==> src/rtl/axi_burst_master.sv <==
// rtl/axi_burst_master.sv - single-outstanding AXI4 INCR burst master
//
// Ports:
//   clk, rst (sync, active-low)
//   cmd_*           command handshake: direction, start address, len (beats-1)
//   wd_*            write-beat stream in (data, strobes, valid/ready)
//   rd_*            read-beat stream out (data, last, valid/ready)
//   done*           one-cycle completion pulse with response and protocol-error status
//   aw_*/w_*/b_*    AXI4 write address, write data and write response channels
//   ar_*/r_*        AXI4 read address and read data channels

module axi_burst_master #(
  parameter int                  DATA_WIDTH    = 64,
  parameter int                  ADDRESS_WIDTH = 32,
  parameter int                  ID_WIDTH      = 1,
  parameter logic [ID_WIDTH-1:0] MASTER_ID     = '0
) (
  input  logic                      clk,
  input  logic                      rst,

  input  logic                      cmd_valid,
  output logic                      cmd_ready,
  input  logic                      cmd_write,
  input  logic [ADDRESS_WIDTH-1:0]  cmd_addr,
  input  logic [7:0]                cmd_len,

  input  logic [DATA_WIDTH-1:0]     wd_data,
  input  logic [DATA_WIDTH/8-1:0]   wd_strb,
  input  logic                      wd_valid,
  output logic                      wd_ready,

  output logic [DATA_WIDTH-1:0]     rd_data,
  output logic                      rd_last,
  output logic                      rd_valid,
  input  logic                      rd_ready,

  output logic                      done,
  output logic [1:0]                done_resp,
  output logic                      done_err,

  output logic [ID_WIDTH-1:0]       aw_id,
  output logic [ADDRESS_WIDTH-1:0]  aw_addr,
  output logic [7:0]                aw_len,
  output logic [2:0]                aw_size,
  output logic [1:0]                aw_burst,
  output logic [3:0]                aw_cache,
  output logic [2:0]                aw_prot,
  output logic [3:0]                aw_qos,
  output logic [3:0]                aw_region,
  output logic                      aw_valid,
  input  logic                      aw_ready,

  output logic [DATA_WIDTH-1:0]     w_data,
  output logic [DATA_WIDTH/8-1:0]   w_strb,
  output logic                      w_last,
  output logic                      w_valid,
  input  logic                      w_ready,

  input  logic [ID_WIDTH-1:0]       b_id,
  input  logic [1:0]                b_resp,
  input  logic                      b_valid,
  output logic                      b_ready,

  output logic [ID_WIDTH-1:0]       ar_id,
  output logic [ADDRESS_WIDTH-1:0]  ar_addr,
  output logic [7:0]                ar_len,
  output logic [2:0]                ar_size,
  output logic [1:0]                ar_burst,
  output logic [3:0]                ar_cache,
  output logic [2:0]                ar_prot,
  output logic [3:0]                ar_qos,
  output logic [3:0]                ar_region,
  output logic                      ar_valid,
  input  logic                      ar_ready,

  input  logic [ID_WIDTH-1:0]       r_id,
  input  logic [DATA_WIDTH-1:0]     r_data,
  input  logic [1:0]                r_resp,
  input  logic                      r_last,
  input  logic                      r_valid,
  output logic                      r_ready
);

  localparam int                     BEAT_BYTES = DATA_WIDTH / 8;
  localparam int                     SIZE       = $clog2(BEAT_BYTES);
  // Clears the byte-offset-within-beat bits so bursts start beat-aligned.
  localparam logic [ADDRESS_WIDTH-1:0] ADDR_MASK = ~(ADDRESS_WIDTH'(BEAT_BYTES - 1));
  localparam logic [1:0]             RESP_OKAY  = 2'b00;
  localparam logic [1:0]             BURST_INCR = 2'b01;

  typedef enum logic [2:0] {
    S_IDLE,
    S_AW,
    S_W,
    S_B,
    S_AR,
    S_R
  } state_t;

  state_t                     state;
  logic [7:0]                 count;
  logic [7:0]                 len_q;
  logic [ADDRESS_WIDTH-1:0]   addr_q;
  logic                       aw_valid_q;
  logic                       ar_valid_q;
  logic                       b_ready_q;
  logic                       done_q;
  logic [1:0]                 resp_q;
  logic                       err_q;

  logic                       in_w;
  logic                       in_r;
  logic                       last_beat;
  logic                       w_hs;
  logic                       r_hs;

  assign in_w      = (state == S_W);
  assign in_r      = (state == S_R);
  assign last_beat = (count == len_q);

  // Data phases are pure pass-through between the streams and the AXI channels.
  assign w_valid   = in_w & wd_valid;
  assign wd_ready  = in_w & w_ready;
  assign w_data    = wd_data;
  assign w_strb    = wd_strb;
  assign w_last    = in_w & last_beat;
  assign w_hs      = in_w & wd_valid & w_ready;

  assign rd_valid  = in_r & r_valid;
  assign r_ready   = in_r & rd_ready;
  assign rd_data   = r_data;
  assign rd_last   = in_r & last_beat;
  assign r_hs      = in_r & r_valid & rd_ready;

  assign cmd_ready = (state == S_IDLE);

  assign aw_id     = MASTER_ID;
  assign aw_addr   = addr_q;
  assign aw_len    = len_q;
  assign aw_size   = 3'(SIZE);
  assign aw_burst  = BURST_INCR;
  assign aw_cache  = '0;
  assign aw_prot   = '0;
  assign aw_qos    = '0;
  assign aw_region = '0;
  assign aw_valid  = aw_valid_q;

  assign ar_id     = MASTER_ID;
  assign ar_addr   = addr_q;
  assign ar_len    = len_q;
  assign ar_size   = 3'(SIZE);
  assign ar_burst  = BURST_INCR;
  assign ar_cache  = '0;
  assign ar_prot   = '0;
  assign ar_qos    = '0;
  assign ar_region = '0;
  assign ar_valid  = ar_valid_q;

  assign b_ready   = b_ready_q;
  assign done      = done_q;
  assign done_resp = resp_q;
  assign done_err  = err_q;

  always_ff @(posedge clk) begin
    if (!rst) begin
      state      <= S_IDLE;
      count      <= '0;
      len_q      <= '0;
      addr_q     <= '0;
      aw_valid_q <= 1'b0;
      ar_valid_q <= 1'b0;
      b_ready_q  <= 1'b0;
      done_q     <= 1'b0;
      resp_q     <= RESP_OKAY;
      err_q      <= 1'b0;
    end else begin
      done_q <= 1'b0;
      case (state)
        S_IDLE: begin
          if (cmd_valid) begin
            addr_q <= cmd_addr & ADDR_MASK;
            len_q  <= cmd_len;
            count  <= '0;
            resp_q <= RESP_OKAY;
            err_q  <= 1'b0;
            if (cmd_write) begin
              aw_valid_q <= 1'b1;
              state      <= S_AW;
            end else begin
              ar_valid_q <= 1'b1;
              state      <= S_AR;
            end
          end
        end
        S_AW: begin
          if (aw_ready) begin
            aw_valid_q <= 1'b0;
            state      <= S_W;
          end
        end
        S_W: begin
          if (w_hs) begin
            count <= count + 8'd1;
            if (last_beat) begin
              b_ready_q <= 1'b1;
              state     <= S_B;
            end
          end
        end
        S_B: begin
          if (b_valid) begin
            b_ready_q <= 1'b0;
            done_q    <= 1'b1;
            resp_q    <= b_resp;
            err_q     <= (b_id != MASTER_ID);
            state     <= S_IDLE;
          end
        end
        S_AR: begin
          if (ar_ready) begin
            ar_valid_q <= 1'b0;
            state      <= S_R;
          end
        end
        S_R: begin
          if (r_hs) begin
            count <= count + 8'd1;
            // Keep the first error response; later ones do not overwrite it.
            if (resp_q == RESP_OKAY && r_resp != RESP_OKAY) begin
              resp_q <= r_resp;
            end
            if (r_id != MASTER_ID || r_last != last_beat) begin
              err_q <= 1'b1;
            end
            // The beat count, not r_last, terminates the burst.
            if (last_beat) begin
              done_q <= 1'b1;
              state  <= S_IDLE;
            end
          end
        end
        default: state <= S_IDLE;
      endcase
    end
  end

endmodule

==> config.mk <==
export PLATFORM = sky130hd
export DESIGN_NAME = axi_burst_master
export DESIGN_NICKNAME = d
export VERILOG_FILES = /design/src/rtl/axi_burst_master.sv
export SDC_FILE = /design/constraint.sdc
export NUM_CORES = 1
export LEC_CHECK = 0
export CORE_AREA = 2 2 183 185
export DETAILED_ROUTE_END_ITERATION = 16
export DIE_AREA = 0 0 185 187
export GPL_TIMING_DRIVEN = 0
export PLACE_DENSITY_LB_ADDON = 0.2
export RECOVER_POWER = 25
export REMOVE_ABC_BUFFERS = 1
export SETUP_SLACK_MARGIN = 0.3
export SLEW_MARGIN = 20
export SYNTH_ARGS = -nofsm -noshare
export SYNTH_HDL_FRONTEND = slang
export SYNTH_SLANG_ARGS = --single-unit
==> constraint.sdc <==
create_clock -name clk -period 1.93 [get_ports clk]
set_input_delay 0.579 -clock clk [delete_from_list [all_inputs] [get_ports clk]]
set_output_delay 0.579 -clock clk [all_outputs]
set_load 0.05 [all_outputs]
Word level (Yosys, flattened, before mapping)
Cells that the tools add are included.
{"block": "classes", "n_eq_ne": 19, "n_addsub": 1, "n_mux": 40, "n_reduce_logical": 18, "bitwise_logic": 8}
{"op": "3-bit 2-to-1 mux", "count": 9}
{"op": "8-bit 2-to-1 mux", "count": 3}
{"op": "8-bit one-hot mux with 3 select lines", "count": 1}
{"op": "3-bit one-hot mux with 6 select lines", "count": 1}
{"op": "1-bit 2-to-1 mux", "count": 16}
{"op": "4-bit AND reduction", "count": 4}
{"op": "2-bit by 1-bit != test with 1-bit output (second input constant)", "count": 7}
{"op": "2-bit != test (second input constant)", "count": 5}
{"op": "5-bit AND reduction", "count": 2}
{"op": "8-bit by 1-bit adder with 8-bit output (second input constant)", "count": 1}
{"op": "1-bit AND", "count": 8}
{"op": "8-bit equality test", "count": 1}
{"op": "2-bit 2-to-1 mux", "count": 4}
{"op": "1-bit one-hot mux with 2 select lines", "count": 4}
{"op": "8-bit AND reduction", "count": 1}
{"op": "2-bit nonzero test", "count": 4}
{"op": "3-bit by 2-bit equality test with 1-bit output (second input constant)", "count": 2}
{"op": "3-bit equality test (second input constant)", "count": 2}
{"op": "2-bit one-hot mux with 3 select lines", "count": 1}
{"op": "3-bit nonzero test", "count": 2}
{"op": "3-bit by 1-bit equality test with 1-bit output (second input constant)", "count": 1}
{"op": "3-bit logical NOT", "count": 1}
{"op": "1-bit one-hot mux with 3 select lines", "count": 1}
{"op": "2-bit logical NOT", "count": 1}
{"op": "other kinds (4)", "count": 4}
{"block": "totals", "ff_bits": 55, "input_bits": 194, "out_inout_bits": 272, "elab_cells": 96}

Longest topological paths before layout
{"block": "logic_depth", "word_depth": 6, "depth_mapped": 7, "ltp_nobuf": 4}

Least setup slack after synthesis
No wires, ideal clock.
{"block": "synth_path", "path_kind": "register to register", "from": "register state[0]", "to": "register addr_q[10], in the netlist ar_addr[10]", "n_path_buf": 3, "setup_time_ps": 70, "path_slack_ps": -505, "arrival_time_ps": 2365, "t_required_ps": 1860, "path_stages_with_launch": 8, "period_less_slack_ps": 2435, "cell_sequence": "dfxtp_1 -> buf_4 -> nor3_1 -> and2_1 -> buf_2 -> buf_2 -> nand2_1 -> a21oi_1"}
{"block": "synth_between", "elab_chain_cells": 2}
{"item": "from (decl)", "line_no": "100", "source": "state_t state;"}
{"item": "from (signal assigned)", "line_no": "166", "source": "state <= S_IDLE;"}
{"item": "from (signal assigned)", "line_no": "188", "source": "state <= S_AW;"}
{"item": "from (signal assigned)", "line_no": "191", "source": "state <= S_AR;"}
{"item": "3-bit logical NOT"}
{"item": "net cmd_ready", "line_no": "22", "source": "output logic cmd_ready,"}
{"item": "2-bit AND reduction (no source line)"}
{"item": "to (signal assigned)", "line_no": "181", "source": "addr_q <= cmd_addr & ADDR_MASK;"}
{"item": "to (decl)", "line_no": "103", "source": "logic [ADDRESS_WIDTH-1:0] addr_q;"}
The timed path passes the listed nets, and every way through them passes these cells.
A chain may end at the register's enable or synchronous reset.

Worst setup path in the final report
{"block": "layout_path", "from": "register len_q[1], in the netlist ar_len[1]", "to": "output w_last"}
{"block": "layout_between", "elab_chain_cells": 2}
{"item": "from (decl)", "line_no": "102", "source": "logic [7:0] len_q;"}
{"item": "from (signal assigned)", "line_no": "182", "source": "len_q <= cmd_len;"}
{"item": "8-bit equality test", "line_no": "119", "source": "assign last_beat = (count == len_q);"}
{"item": "1-bit AND", "line_no": "126", "source": "assign w_last = in_w & last_beat;"}
{"item": "to (decl)", "line_no": "55", "source": "output logic w_last,"}
Every way passes these cells.

==> results.md <==
Yosys:
- The share of the Yosys chip area taken by registers is 26.4%.
- Of all flip-flops after synthesis, the portion carrying an async set or reset was 0%.
- Yosys mapped a number of flops with a built-in enable equal to 0.
- In this run, distinct cell masters in the synthesized netlist total 49.
- The post-synthesis area per instance is 7.82 µm².
- Counting flops and latches in the post-synthesis netlist gives 55.
- The top flip-flop cell by instance count after synthesis is sky130_fd_sc_hd__dfxtp_1.
- After technology mapping, the gate count stands at 533.
- The number of warnings printed during yosys synthesis is 0.
- The cell area that synthesis handed to floorplanning was 4170 µm².

Routing:
- The average wire per standard cell is 28.7 µm.
- The pre-antenna-repair detailed-routing pass consisted of 4 iterations.
- The final routed wirelength across all metal layers is 29,100 µm.
- In the routed design, unresolved DRC markers number 0.
- The routed via count divided by cell count is 3.63.
- In this run the remaining antenna-violating nets after routing total 0.
- The total number of vias is 3,676.
- The detailed router's first-iteration violation count is 108.

Global routing:
- The first global-routing pass estimated 36,100 µm of wire.
- Across every metal layer, demand over resource in global routing totals 15.9%.
- The sum of overflow across all layers after global routing is 0.
- The initial antenna violation count is 0.
- The maximum number of pins on one net before global-route repair is 46.
- The via count of the first global-routing pass came to 3,551.

STA:
- Across all setup checks in the final design, the least slack found is -141 ps.
- Setup violations remaining at the end of the flow were counted as 4.
- The share of the clock period used by the worst path after layout is 107%.
- The transition time at the pin with the least slew margin is 599 ps.
- Setup repair after global routing could not meet its margin everywhere.
- The minimum clock period is 2070 ps.
- The headroom to the max-slew limit is 59.5%.
- On the final layout, the worst clock skew is 12.1 ps.
- The number of hold-slack violations in the final timing report came to 0.
- Timing would allow up to 483 MHz.
- The count of pins over their slew limit was 0.

Finish:
- The total inserted antenna cells is 0.
- The final core area utilization is 18.4%.
- The total area of multi-input combinational cells is 2270 µm².
- Relative to the synthesized area, the layout overhead comes to 45.1%.
- The final design instance area without fill is 6050 µm².
- The top cell types in the final layout, fill and taps aside, are sky130_fd_sc_hd__buf_2 (63), sky130_fd_sc_hd__conb_1 (48), sky130_fd_sc_hd__clkdlybuf4s50_1 (48).
- The total number of nets in the final design is 758.
- Summing all flip-flop and latch instances after layout gives 1160 µm².
- The finished layout holds 1,012 standard cells, fillers aside.
- The most frequent standard cell in the layout excluding fill and tap cells is sky130_fd_sc_hd__buf_2.
- The fraction of layout cells with a size suffix above 1 is 58.9%.
- The number of inserted filler cells in the final layout is 3,719.

Critical path:
- Following the worst setup path forward leads to its endpoint at w_last.
- The critical register-to-register path endpoint is done_err.
- The startpoint-to-endpoint class of the critical path is reg -> out.
- The count of cells along the worst register-to-register path is 13.
- The worst register-to-register path has a setup slack of -90 ps.
- The reg-to-reg critical path startpoint is ar_len[1].
- Data arrives at the worst endpoint at 1490 ps.
- The maximum cell stage delay along the critical path is 370 ps.
- The category of the worst setup path capture point is an output port.
- The worst setup path is launched from a flip-flop.
- The origin of the worst setup path is ar_len[1].
- The slowest stage of the critical path is the sky130_fd_sc_hd__dfxtp_4 cell.
- The biggest fanout along the worst timing path is 3.
- STA puts the critical path data required time at 1350 ps.
- The signal on the critical path passes through xnor2_4, and4_4, and3_4, buf_8.

Floorplanning:
- In this run the standard cell core region covers 32,900 µm².
- The die height is 187 µm.
- During I/O placement, the number of pins put on the boundary was 466.
- In this run the horizontal extent of the chip is 185 µm.
- The row count is 67.
- The effective utilization at floorplan is 12.7%.
- The die outline area is 34,600 µm².

Clocking:
- The number of clock buffers added by TritonCTS is 5.
- TritonCTS built the clock tree.
- The clock sink count is 55.
- The H-tree depth reported by CTS is 2.
- The root buffer cell chosen for the clock tree is sky130_fd_sc_hd__clkbuf_16.
- For the worst-skew pair, the clock arrives at the later sink with an insertion delay of 310 ps.
- No sink is reached through more buffers than the 2 on the longest clock path.
- After clock tree synthesis, the clock-pin slew on the worst setup and hold paths is 90 ps.

Run status:
- The checks that failed: negative setup slack.
- The run finished, with violations left.

Power and ir drop:
- The design draws 0.00600 W.
- The maximum vdd ir drop is 0.308 mV.
- Summed over all cells, the static leakage comes to 2.52 nW.
- The power density normalized to cell area is 993 nW/µm².

Place:
- The cell total after placement is 928.
- The HPWL after detailed placement is 20,600 µm.
- The placed instance area is 4580 µm².
- The congestion estimate from routability-driven global placement came to 0.640.
- Buffers placed on the I/O ports in this run total 142.

Job:
- The max-capacitance violation count is 0.

Min path:
- The tightest min-delay check is of the reg -> reg type.
[Yosys cell counts (2+ instances only)]
| library cell | instances | area, µm² |
|---|---|---|
| sky130_fd_sc_hd__buf_4 | 225 | 1690 |
| sky130_fd_sc_hd__nand2_1 | 84 | 315 |
| sky130_fd_sc_hd__dfxtp_1 | 55 | 1100 |
| sky130_fd_sc_hd__a21oi_1 | 53 | 265 |
| sky130_fd_sc_hd__clkbuf_1 | 10 | 37.5 |
| sky130_fd_sc_hd__and2_1 | 8 | 50.1 |
| sky130_fd_sc_hd__xnor2_1 | 8 | 70.1 |
| sky130_fd_sc_hd__o31ai_1 | 7 | 52.6 |
| sky130_fd_sc_hd__buf_2 | 6 | 30.0 |
| sky130_fd_sc_hd__o21ai_0 | 6 | 30.0 |
| sky130_fd_sc_hd__nor2b_1 | 5 | 31.3 |
| sky130_fd_sc_hd__or4_1 | 5 | 37.5 |
| sky130_fd_sc_hd__nor2_1 | 4 | 15.0 |
| sky130_fd_sc_hd__or3_1 | 4 | 25.0 |
| sky130_fd_sc_hd__and3_1 | 3 | 18.8 |
| sky130_fd_sc_hd__and4_1 | 3 | 26.3 |
| sky130_fd_sc_hd__nand4_1 | 3 | 18.8 |
| sky130_fd_sc_hd__nor3_1 | 3 | 15.0 |
| sky130_fd_sc_hd__a211oi_1 | 2 | 15.0 |
| sky130_fd_sc_hd__a21oi_2 | 2 | 17.5 |
| sky130_fd_sc_hd__a22o_1 | 2 | 17.5 |
| sky130_fd_sc_hd__conb_1 | 2 | 7.51 |
| sky130_fd_sc_hd__inv_1 | 2 | 7.51 |
| sky130_fd_sc_hd__nand3_1 | 2 | 10.0 |
| sky130_fd_sc_hd__nand4b_1 | 2 | 17.5 |
| sky130_fd_sc_hd__nor4_1 | 2 | 12.5 |
| sky130_fd_sc_hd__o211ai_1 | 2 | 15.0 |
| sky130_fd_sc_hd__or3b_2 | 2 | 17.5 |
[report_power, final]
part	internal, W	leakage (nW)	switching, W
registers	0.00128	0.462	0.000163
logic	0.00135	1.98	0.00220
clock network	0.000497	0.0748	0.000514
total	0.00313	2.52	0.00287
[flip-flops by register name, indices dropped and copies added (netlist names)]
name,cells
done,1
ar_addr,29
done_err,1
ar_len,8
b_ready,1
aw_valid,1
done_resp,2
ar_valid,1
count,8
state,3
[through the flow]
step           hold WS [ps]  worst slack [ps]  setup TNS [ps]
6_report                478              -141            -380
3_5_place_dp            467              -976          -29620
2_1_floorplan           478              -871          -34740
4_1_cts                 482              -147            -278
3_3_place_gp            464             -1660          -64960
5_1_grt                 492              -203            -754
[kinds of logic after synthesis]
logic type,count (synthesis),share of synthesized area [%]
XOR/XNOR,8,1.68
AND/OR/NAND/NOR,139,16.8
adder cells (fa/ha/maj),1,0.300
flip-flops,55,26.4
AO/OA/AOI/OAI,83,11.9
other,2,0.180
buffers and inverters,245,42.7
[layer usage]
layer | track usage [%] | routed length (µm)
met2 | 25.0 | 13000
met1 | 13.1 | 8280
met3 | 13.3 | 5350
met4 | 10.3 | 2300
met5 | 3.43 | 161
[worst min path at each step]
stage / from / endpoint / slack (ps) / depth (start not counted)
3_3_place_gp: ar_addr[31] / ar_addr[31] / 460 / 2
6_report: ar_addr[3] / ar_addr[3] / 480 / 2
2_1_floorplan: count[6] / count[6] / 480 / 2
3_5_place_dp: ar_addr[3] / ar_addr[3] / 470 / 2
5_1_grt: ar_addr[15] / ar_addr[15] / 490 / 2
4_1_cts: ar_addr[21] / ar_addr[21] / 480 / 2
[critical path: cells and delay by family, from the launching register on]
family,cells,cell delay [ps]
xor gates and xnor gates,1,170
buffers and inverters,1,140
DFF,1,370
and+or+nand+nor,2,490
[cell type report]
class                           count  share of cell area, %
Clock inverter                      3                  0.435
Sequential cell                    55                   19.2
Tap cell                          448                   9.27
Timing Repair Buffer              212                   31.3
Multi-Input combinational cell    286                   37.5
Inverter                            3                  0.269
Clock buffer                        5                   2.07
[repair_timing]
action                                  CTS  global route
hold buffers                              0             0
gates resized for setup                 623           139
cloned                                    8             3
setup buffers                            52            13
pin swaps                                50            86
endpoints found under the setup margin  143            55
No activity file was read; power rests on OpenSTA's default activity.
